==> src/rtl/fetch_unit.sv <==
`default_nettype none
// ============================================================================
// fetch_unit : instruction-fetch stage, one outstanding bus read, redirect/drop
// Revision   : 1.0
// ============================================================================
module fetch_unit #(
   parameter int              XLEN     = 64,
   parameter logic [XLEN-1:0] PC_RESET = 64'h0000_0000_8000_0000
) (
   input  logic            clk,
   input  logic            reset,
   input  logic            redirect_valid,
   input  logic [XLEN-1:0] redirect_pc,
   input  logic            stall,
   output logic            ireq_valid,
   output logic [XLEN-1:0] ireq_addr,
   input  logic            ireq_ready,
   input  logic            iresp_valid,
   input  logic [31:0]     iresp_data,
   output logic            fetch_valid,
   output logic [XLEN-1:0] fetch_pc,
   output logic [31:0]     fetch_instr,
   output logic            fetch_misalign
);

   typedef enum logic [1:0] {
      IDLE      = 2'd0,
      WAIT_RESP = 2'd1,
      WAIT_DROP = 2'd2
   } state_t;

   localparam logic [XLEN-1:0] PC_STEP = XLEN'(4);

   state_t          state_q, state_d;
   logic [XLEN-1:0] pc_q, pc_d;
   logic            halt_q, halt_d;
   logic            fetch_valid_q, fetch_valid_d;
   logic [XLEN-1:0] fetch_pc_q, fetch_pc_d;
   logic [31:0]     fetch_instr_q, fetch_instr_d;
   logic            fetch_misalign_q, fetch_misalign_d;

   logic slot_free;
   logic consume;
   logic pc_aligned;

   always_comb begin
      slot_free  = ~fetch_valid_q | ~stall;
      consume    = fetch_valid_q & ~stall;
      pc_aligned = (pc_q[1:0] == 2'b00);

      state_d          = state_q;
      pc_d             = pc_q;
      halt_d           = halt_q;
      fetch_valid_d    = fetch_valid_q & ~consume;
      fetch_pc_d       = fetch_pc_q;
      fetch_instr_d    = fetch_instr_q;
      fetch_misalign_d = fetch_misalign_q;
      ireq_valid       = 1'b0;

      if (redirect_valid) begin
         // An in-flight request becomes stale; wait for its response unless it lands now.
         pc_d          = redirect_pc;
         fetch_valid_d = 1'b0;
         halt_d        = 1'b0;
         state_d       = (state_q == IDLE || iresp_valid) ? IDLE : WAIT_DROP;
      end else begin
         case (state_q)
            IDLE: begin
               if (slot_free) begin
                  if (pc_aligned) begin
                     ireq_valid = ~reset;
                     if (ireq_ready) state_d = WAIT_RESP;
                  end else if (!halt_q) begin
                     // Misaligned target reports a fault in the slot and halts fetch.
                     fetch_valid_d    = 1'b1;
                     fetch_pc_d       = pc_q;
                     fetch_instr_d    = 32'h0;
                     fetch_misalign_d = 1'b1;
                     halt_d           = 1'b1;
                  end
               end
            end
            WAIT_RESP: begin
               if (iresp_valid) begin
                  fetch_valid_d    = 1'b1;
                  fetch_pc_d       = pc_q;
                  fetch_instr_d    = iresp_data;
                  fetch_misalign_d = 1'b0;
                  pc_d             = pc_q + PC_STEP;
                  state_d          = IDLE;
               end
            end
            WAIT_DROP: begin
               if (iresp_valid) state_d = IDLE;
            end
            default: state_d = IDLE;
         endcase
      end
   end

   always_ff @(posedge clk) begin
      if (reset) begin
         state_q          <= IDLE;
         pc_q             <= PC_RESET;
         halt_q           <= 1'b0;
         fetch_valid_q    <= 1'b0;
         fetch_pc_q       <= '0;
         fetch_instr_q    <= 32'h0;
         fetch_misalign_q <= 1'b0;
      end else begin
         state_q          <= state_d;
         pc_q             <= pc_d;
         halt_q           <= halt_d;
         fetch_valid_q    <= fetch_valid_d;
         fetch_pc_q       <= fetch_pc_d;
         fetch_instr_q    <= fetch_instr_d;
         fetch_misalign_q <= fetch_misalign_d;
      end
   end

   assign ireq_addr      = pc_q;
   assign fetch_valid    = fetch_valid_q;
   assign fetch_pc       = fetch_pc_q;
   assign fetch_instr    = fetch_instr_q;
   assign fetch_misalign = fetch_misalign_q;

endmodule
`default_nettype wire

==> config.mk <==
export PLATFORM = sky130hd
export DESIGN_NAME = fetch_unit
export DESIGN_NICKNAME = d
export VERILOG_FILES = /design/src/rtl/fetch_unit.sv
export SDC_FILE = /design/constraint.sdc
export NUM_CORES = 1
export LEC_CHECK = 0
export BUFFER_PORTS_ARGS = -buffer_cell sky130_fd_sc_hd__buf_4
export CORE_MARGIN = 10
export CORE_UTILIZATION = 40
export DETAILED_ROUTE_END_ITERATION = 6
export MAX_ROUTING_LAYER = met4
export PLACE_DENSITY = 0.69
export SYNTH_ARGS = -nofsm -noshare
export SYNTH_HDL_FRONTEND = slang
export SYNTH_SLANG_ARGS = --single-unit
==> constraint.sdc <==
create_clock -name clk -period 2.2 [get_ports clk]
set_input_delay 0.55 -clock clk [delete_from_list [all_inputs] [get_ports clk]]
set_output_delay 0.55 -clock clk [all_outputs]
set_load 0.02 [all_outputs]
Word-level counts from Yosys, hierarchy flattened. Index checks and enable logic that the tools add are counted.

Mux-type cells: 34. Multipliers: 0. Add/sub/neg operators: 1. Shift-type cells: 0. $lt $le $gt $ge: 0. Eq/ne operators: 10. Bitwise logic cells: 9. Divide/modulo/power cells: 0. Reduce and logical (&&, ||, !) cells: 12.

Operators with widths (number): $mux W64 (7); $mux W32 (4); $pmux W64 S2 (1); $add A64 B3 Y64 const B (1); $pmux W32 S2 (1); $mux W1 (12); $mux W2 (6); $ne A3 B3 Y1 const B (3); $ne A2 B2 Y1 const B (4); $not A1 Y1 (6); $reduce_and A6 Y1 (1); $reduce_bool A2 Y1 (3); $logic_not A2 Y1 (2); $pmux W1 S2 (2); $pmux W2 S2 (1); $reduce_and A4 Y1 (1); $reduce_or A2 Y1 (2); $ne A3 B1 Y1 const B (1); $reduce_and A3 Y1 (1); $and A1 B1 Y1 (2); $eq A2 B1 Y1 const B (1); $eq A2 B2 Y1 const B (1); $reduce_and A2 Y1 (1); $logic_or A1 B1 Y1 (1); $or A1 B1 Y1 (1).

Register bits after elaboration: 165. Memories kept: 0. Bits in read-only memories: 0. Output and inout port bits: 163. Bits in latches: 0. Memory bits (writable): 0.

Depth between registers and ports, before layout. Gate-level depths: netlist (run 1).

Depth after elaboration: 8. Mapped depth: 10. Depth with buffers taken out: 7.

Least setup slack after synthesis (run 1). OpenSTA, ideal clock, no wires.

Kind: flip-flop to flip-flop. Start point: reg pc_q[11] (netlist: ireq_addr[11]). End point: reg pc_q[57] (netlist: ireq_addr[57]). Setup time: 0.120 ns. Period minus slack after synthesis: 2.338 ns. Setup slack: -0.138 ns. Arrival: 2.218 ns. Stages on the path, launching flop included: 9. Required time: 2.080 ns. Cells stage by stage: dfxtp_1 > clkbuf_2 > nand4_1 > or4_1 > clkbuf_1 > or2_1 > clkbuf_1 > o211a_1 > a211o_1.

Longest elaborated chain between the ends: 4.

Ends and longest elaborated chain: start: declaration (line 35) `logic [XLEN-1:0] pc_q, pc_d;`; start signal: assignment (line 112) `pc_q <= pc_d;`; $add A64 B3 Y64 (line 89) `pc_d = pc_q + PC_STEP;`; $mux W64 (line 84) `if (iresp_valid) begin`; $mux W64 (line 67) `case (state_q)`; $mux W64 (line 60) `if (redirect_valid) begin`.

No other way between the ends. The select of a mux whose other input is x is not followed. A chain may end at the register's enable or synchronous reset.

Worst setup path in the final report (run 1).
Start point: reg state_q[1]. End point: reg pc_q[17] (netlist: ireq_addr[17]).

Longest elaborated chain between the ends: 3.

Ends and longest elaborated chain: start: declaration (line 34) `state_t state_q, state_d;`; start signal: assignment (line 111) `state_q <= state_d;`; $eq A2 B1 Y1 (line 67); $reduce_bool A2 Y1 (no line); $reduce_and A2 Y1 (no line).

No other way between the ends.

==> impl_metrics.py, run 1 <==
metrics = {
    "synth": {
        "avgSynthCellArea_sq_um": 7.81,
        "synth-compound-area-share_pct": 14.7,
        "synth_ff_type": "dfxtp_1",
        "synthCells": 988,
        "synth_top_family_by_area": "simple AND/OR/NAND/NOR gates",
        "synthSimpleGateAreaFrac_pct": 31.2,
        "synth.distinct_cells": 55,
        "synth_warnings": 0,
        "synth-edff-count": 0,
        "synthMuxAreaShare_pct": 1.30,
        "synthArstFlopShare_pct": 0,
        "synth-adder-area-share_pct": 0.487,
        "netlist_area_sq_um": 7710,
        "synth_fp_nets": 1093,
        "synth_xor_area_share_pct": 4.54,
        "seq_area_frac_synth_pct": 42.8,
        "yosys_register_bits": 165,
    },
    "layout": {
        "instances_no_fill": 1571,
        "nets": 1403,
        "syn_to_final_growth_pct": 47.4,
        "drive_gt1_share_pct": 34.3,
        "postLayoutCellArea_sq_um": 11400,
        "n_antenna_cell": 0,
    },
    "detailed_routing": {
        "viasPerCell": 5.35,
        "firstDrtPassIters": 5,
        "num_vias": 8409,
        "wl_per_cell_um": 18.2,
        "remaining_drc_errors": 0,
        "ant_nets": 0,
        "drt_iter0_markers": 617,
        "wl_um": 28600,
    },
    "power": {
        "power.leakage_nw": 4.62,
        "vdd_drop_max_uv": 473,
        "p_per_area_nw_per_um2": 648,
    },
    "timing": {
        "final_max_slew_viol_count": 0,
        "hold_viol_final": 0,
        "fin_crit_ns": 2.16,
        "max_freq_mhz": 463,
        "fin_setup_tns_ns": 0,
        "worst_slew_pin_slew_ns": 0.534,
        "rsz0062_at_grt": "yes",
        "finalCritPeriodShare_pct": 98.2,
        "fin_skew_ns": 0.0112,
        "slew_headroom_pct": 64.4,
        "setup_violations": 0,
    },
    "floorplanning": {
        "num_io_pins": 265,
        "row_count": 50,
        "initial_utilization_pct": 41.0,
        "coreArea_sq_um": 18800,
        "fp.dieH_um": 159,
        "die-area_sq_um": 25200,
        "die_w_um": 159,
    },
    "run": {
        "cap_violations": 0,
    },
    "grt": {
        "grt_util_all_layers_pct": 21.6,
        "antenna_found_initial": 0,
        "grt_pass1_vias": 8093,
        "grt_pass1_wl_um": 44300,
        "grt-ovfl-total": 0,
        "grt_max_degree": 51,
    },
    "worst_setup_path": {
        "r2r_slack_ns": 0.04,
        "worstSetupPathType": "flop to flop",
        "r2r_start": "state_q[1]",
        "crit_required_ns": 2.53,
        "startpoint_type": "flop",
        "path_cells": "inv_1, ha_2, buf_4, nand4_1, or4_4, or3_1, a311oi_1",
        "worstReg2RegEnd": "ireq_addr[17]",
        "arrival_ns": 2.49,
        "slowest_delay_ns": 0.47,
        "r2r_cells": 7,
        "worstSetupEndpointType": "flop",
        "cp_slowest_cell": "or4_4",
        "crit_path_max_fanout": 7,
    },
    "clock_tree": {
        "cts_buffers": 17,
        "cts_sinks": 165,
        "cts_tree": "done",
        "htreeDepth": 4,
        "clock_latency_ns": 0.43,
        "cts-root-buf": "clkbuf_16",
        "cts_buffer_depth": 2,
        "hold_buffers": 0,
        "path_clk_slew_ns": 0.07,
    },
    "place": {
        "dp_hpwl_um": 21200,
        "routabilityCongestion": 0.935,
        "port_buffers": 264,
        "placed_cells": 1537,
        "placedInstanceArea_sq_um": 10600,
    },
    "worst_hold_path": {
        "hold_path_class": "input pin to flop",
        "holdCritStartpoint": "redirect_pc[58]",
        "whs_endpoint": "ireq_addr[58]",
        "holdPathStages": 3,
    },
    "outcome": {
        "outcome": "finished, final reports clean",
    },
}
==> worst max-delay path, delay by kind of cell (launching register included) <==
family                   cells  cell delay, ns
AO/OA/AOI/OAI                1            0.29
adder cells (fa/ha/maj)      1            0.25
buffers and inverters        2            0.30
flip-flops                   1            0.30
AND/OR/NAND/NOR              3            0.92
==> Yosys cell counts (all sizes together), types with 26 or more instances <==
cell type	instances	area (sq um)
a211oi	32	240
a21oi	121	606
clkbuf	70	265
dfxtp	165	3300
nand2	199	747
nand3	64	320
nand4	39	250
nor2	64	240
nor4	34	269
xnor2	26	228
==> cells in the final DEF, fill, tap and decap left out, types with 3 or more instances in the layout <==
cell	n
a211oi_1	32
a21oi_1	121
a311oi_1	6
a31oi_1	4
and2_0	3
and2_1	4
and3_1	14
and4_1	14
buf_12	7
buf_4	363
buf_6	3
clkbuf_16	18
clkinvlp_4	3
dfxtp_1	153
dfxtp_2	10
inv_1	10
inv_6	5
mux2i_1	10
nand2_1	199
nand3_1	64
nand4_1	38
nor2_1	64
nor3_1	12
nor4_1	20
nor4_2	9
nor4_4	5
o21ai_0	12
or3_1	11
or4_1	6
or4_4	3
xnor2_1	26
xor2_1	14
==> state kept, by name, indices dropped and copies added, names as in the netlist <==
| register | count |
|---|---|
| fetch_pc | 64 |
| ireq_addr | 64 |
| fetch_instr | 32 |
| state_q | 2 |
| fetch_misalign | 1 |
| fetch_valid | 1 |
| halt_q | 1 |
==> report_power, final <==
| group | total [mW] | internal [mW] | switching (mW) |
|---|---|---|---|
| sequential | 3.20 | 3.11 | 0.0902 |
| combinational | 1.23 | 0.547 | 0.687 |
| clock | 2.94 | 1.64 | 1.30 |
| total | 7.37 | 5.29 | 2.08 |
==> area by class of cell <==
type / count / area [sq um]
clock inverters: 12 / 116
clock buffers: 20 / 457
inverters: 12 / 45.0
repair buffers: 375 / 2940
flip-flops and latches: 165 / 3320
well taps: 260 / 325
fillers: 1699 / 7460
multi-input cells: 727 / 4160
==> per-stage QoR <==
stage               power [mW]  hold WS, ns  setup WS (ns)  utilization [%]
floorplan                 3.84        0.433        0.00344                -
global placement          4.46        0.438         0.0116             56.5
detailed placement        4.47        0.443        -0.0222             56.5
CTS                       7.40        0.308       0.000647             59.7
global route              7.66        0.313        -0.0708             60.4
finish                    7.37        0.325         0.0395             60.4
==> what timing repair did <==
item	CTS	global route
endpoints found under the setup margin	49	112
gates cloned	0	1
pin swaps	0	2
gates resized for setup	4	18
buffers inserted	0	1
==> layer usage <==
layer  up-vias  routed length [um]  GRT usage, %
li1       4109                   -             -
met1      3966               12700          27.2
met2       303               13900          34.8
met3        31                1660          4.52
met4         0                 418          5.56
met5         -                   0             -
==> logic make-up (layout without fill, tap and decap cells) <==
family	Yosys count	count (layout)
adders and majority gates	3	3
and+or+nand+nor	482	482
AOI/OAI and AO/OA	192	192
buffers and inverters	96	419
xor gates and xnor gates	40	40
DFF	165	165
muxes	10	10
==> worst max path at each step <==
| stage | startpoint | to | slack (ns) | cells past startpoint |
|---|---|---|---|---|
| 2_1_floorplan | state_q[0] | fetch_pc[54] | 0.003 | 10 |
| 3_3_place_gp | stall | fetch_pc[39] | 0.01 | 8 |
| 3_5_place_dp | state_q[1] | fetch_instr[24] | -0.02 | 9 |
| 4_1_cts | state_q[1] | fetch_instr[24] | 0.0006 | 9 |
| 5_1_grt | state_q[1] | ireq_addr[47] | -0.07 | 8 |
| 6_report | state_q[1] | ireq_addr[17] | 0.04 | 7 |
(Power assumes the default switching activity.)
==> run 2, diff against run 1 <==
--- a/config.mk
+++ b/config.mk
@@ -11,6 +11,7 @@
 export DETAILED_ROUTE_END_ITERATION = 6
 export MAX_ROUTING_LAYER = met4
 export PLACE_DENSITY = 0.69
+export REMOVE_ABC_BUFFERS = 1
 export SYNTH_ARGS = -nofsm -noshare
 export SYNTH_HDL_FRONTEND = slang
 export SYNTH_SLANG_ARGS = --single-unit
==> impl_metrics.py, run 2 (synthesized netlist as in run 1, its figures left out) <==
metrics = {
    "worst_setup_path": {
        "arrival_ns": 2.43,
        "r2r_start": "ireq_addr[16]",
        "worstSetupEndpointType": "flop",
        "startpoint_type": "flop",
        "worstReg2RegEnd": "ireq_addr[51]",
        "crit_required_ns": 2.53,
        "r2r_slack_ns": 0.10,
        "r2r_cells": 6,
        "worstSetupPathType": "flop to flop",
        "crit_path_max_fanout": 13,
    },
    "outcome": {
        "outcome": "finished, final reports clean",
    },
    "clock_tree": {
        "htreeDepth": 4,
        "cts-root-buf": "clkbuf_16",
        "clock_latency_ns": 0.43,
        "cts_buffers": 17,
        "cts_buffer_depth": 2,
        "cts_sinks": 165,
        "path_clk_slew_ns": 0.07,
        "hold_buffers": 0,
        "cts_tree": "done",
    },
    "timing": {
        "final_max_slew_viol_count": 0,
        "fin_setup_tns_ns": 0,
        "rsz0062_at_grt": "yes",
        "finalCritPeriodShare_pct": 95.4,
        "slew_headroom_pct": 54.0,
        "hold_viol_final": 0,
        "setup_violations": 0,
        "fin_skew_ns": 0.00775,
        "fin_crit_ns": 2.10,
        "whs_ns": 0.323,
        "worst_slew_pin_slew_ns": 0.689,
        "max_freq_mhz": 477,
    },
    "place": {
        "port_buffers": 264,
        "dp_hpwl_um": 21100,
        "routabilityCongestion": 0.936,
        "placedInstanceArea_sq_um": 10600,
    },
    "layout": {
        "final_core_util_pct": 60.6,
        "layout_common_cells": "366 x buf_4, 199 x nand2_1, 165 x dfxtp_1",
        "fill_cells": 1720,
        "nets": 1403,
        "drive_gt1_share_pct": 33.8,
        "syn_to_final_growth_pct": 47.8,
        "final_common_cell": "buf_4",
        "n_antenna_cell": 0,
        "postLayoutCellArea_sq_um": 11400,
    },
    "floorplanning": {
        "row_count": 50,
        "initial_utilization_pct": 41.0,
        "die_w_um": 159,
        "fp.dieH_um": 159,
        "num_io_pins": 265,
        "die-area_sq_um": 25200,
        "coreArea_sq_um": 18800,
    },
    "detailed_routing": {
        "remaining_drc_errors": 0,
        "viasPerCell": 5.39,
        "num_vias": 8465,
        "wl_met3_um": 1950,
        "met1_length_um": 12200,
        "ant_nets": 0,
        "wl_um": 28500,
        "wl_per_cell_um": 18.1,
        "drt_iter0_markers": 599,
        "route.met2.wl_um": 13700,
        "firstDrtPassIters": 5,
        "top_layer_used": "met4",
    },
    "grt": {
        "antenna_found_initial": 0,
        "grt-ovfl-total": 0,
        "grt_max_degree": 82,
        "grt_util_all_layers_pct": 22.2,
        "grt_pass1_wl_um": 45000,
        "grt_pass1_vias": 8272,
    },
    "worst_hold_path": {
        "holdPathStages": 3,
        "holdCritStartpoint": "redirect_pc[58]",
        "hold_path_class": "input pin to flop",
        "whs_endpoint": "ireq_addr[58]",
    },
    "power": {
        "power.leakage_nw": 4.61,
        "p_per_area_nw_per_um2": 676,
        "power.total_mw": 7.70,
        "vdd_drop_max_uv": 517,
    },
    "run": {
        "cap_violations": 0,
    },
}
[run 2: cell count changes in the layout (fill, tap and decap cells not counted), sizes merged]
cell      delta
clkinv       +2
clkbuf       -4
buf          +1
bufinv       +3
inv          +1
clkinvlp     -3
[run 2: per-layer routing]
layer | global-route usage [%] | vias to the layer above
met5 | - | -
met4 | 6.99 | 0
met3 | 5.37 | 41
met2 | 36.1 | 300
met1 | 26.5 | 4007
li1 | - | 4117
[run 2: power breakdown]
part           internal [mW]  switching [mW]  total (mW)  leakage, nW
Clock                   1.94            1.35        3.28        0.316
Sequential              3.11          0.0875        3.19         1.35
Combinational          0.541           0.685        1.23         2.95
Total                   5.58            2.12        7.70         4.61
[run 2: how the worst max path moves through the flow]
| stage | startpoint | endpoint | slack [ns] | cells past startpoint |
|---|---|---|---|---|
| floorplan | state_q[1] | fetch_misalign | -2.66 | 5 |
| global placement | stall | fetch_instr[14] | -0.03 | 7 |
| detailed placement | stall | fetch_instr[28] | -0.10 | 7 |
| CTS | ireq_addr[7] | ireq_addr[43] | 0.02 | 6 |
| global route | ireq_addr[16] | ireq_addr[51] | -0.03 | 6 |
| finish | ireq_addr[16] | ireq_addr[51] | 0.10 | 6 |
[run 2: layout make-up]
cell class | count | area (sq um) | share of cell area (%)
multi-input combinational | 727 | 4160 | 36.5
sequential | 165 | 3300 | 29.0
timing repair buffer | 375 | 2930 | 25.7
clock buffer | 17 | 425 | 3.73
tap | 260 | 325 | 2.85
clock inverter | 15 | 215 | 1.89
inverter | 12 | 45.0 | 0.395
[run 2: what timing repair did]
action,4_1_cts,5_1_grt
gates cloned,1,0
endpoints found under the setup margin,6,21
resized for setup,5,15
pin swaps,1,2
buffers inserted,1,1
endpoints found under the hold margin,0,0
[run 2: worst max-delay path, cell delays in order, from the launching register on]
cell	delay, ns
dfxtp_1	0.34
nand4_1	0.13
buf_4	0.18
or4_4	0.69
nor4b_4	0.31
xnor2_1	0.10
a211oi_1	0.24
[run 2: metrics by stage]
stage | setup WS [ns] | instances
2_1_floorplan | -2.66 | 904
3_3_place_gp | -0.0270 | 1536
3_5_place_dp | -0.104 | 1536
4_1_cts | 0.0246 | 1570
5_1_grt | -0.0332 | 1571
6_report | 0.101 | 1571
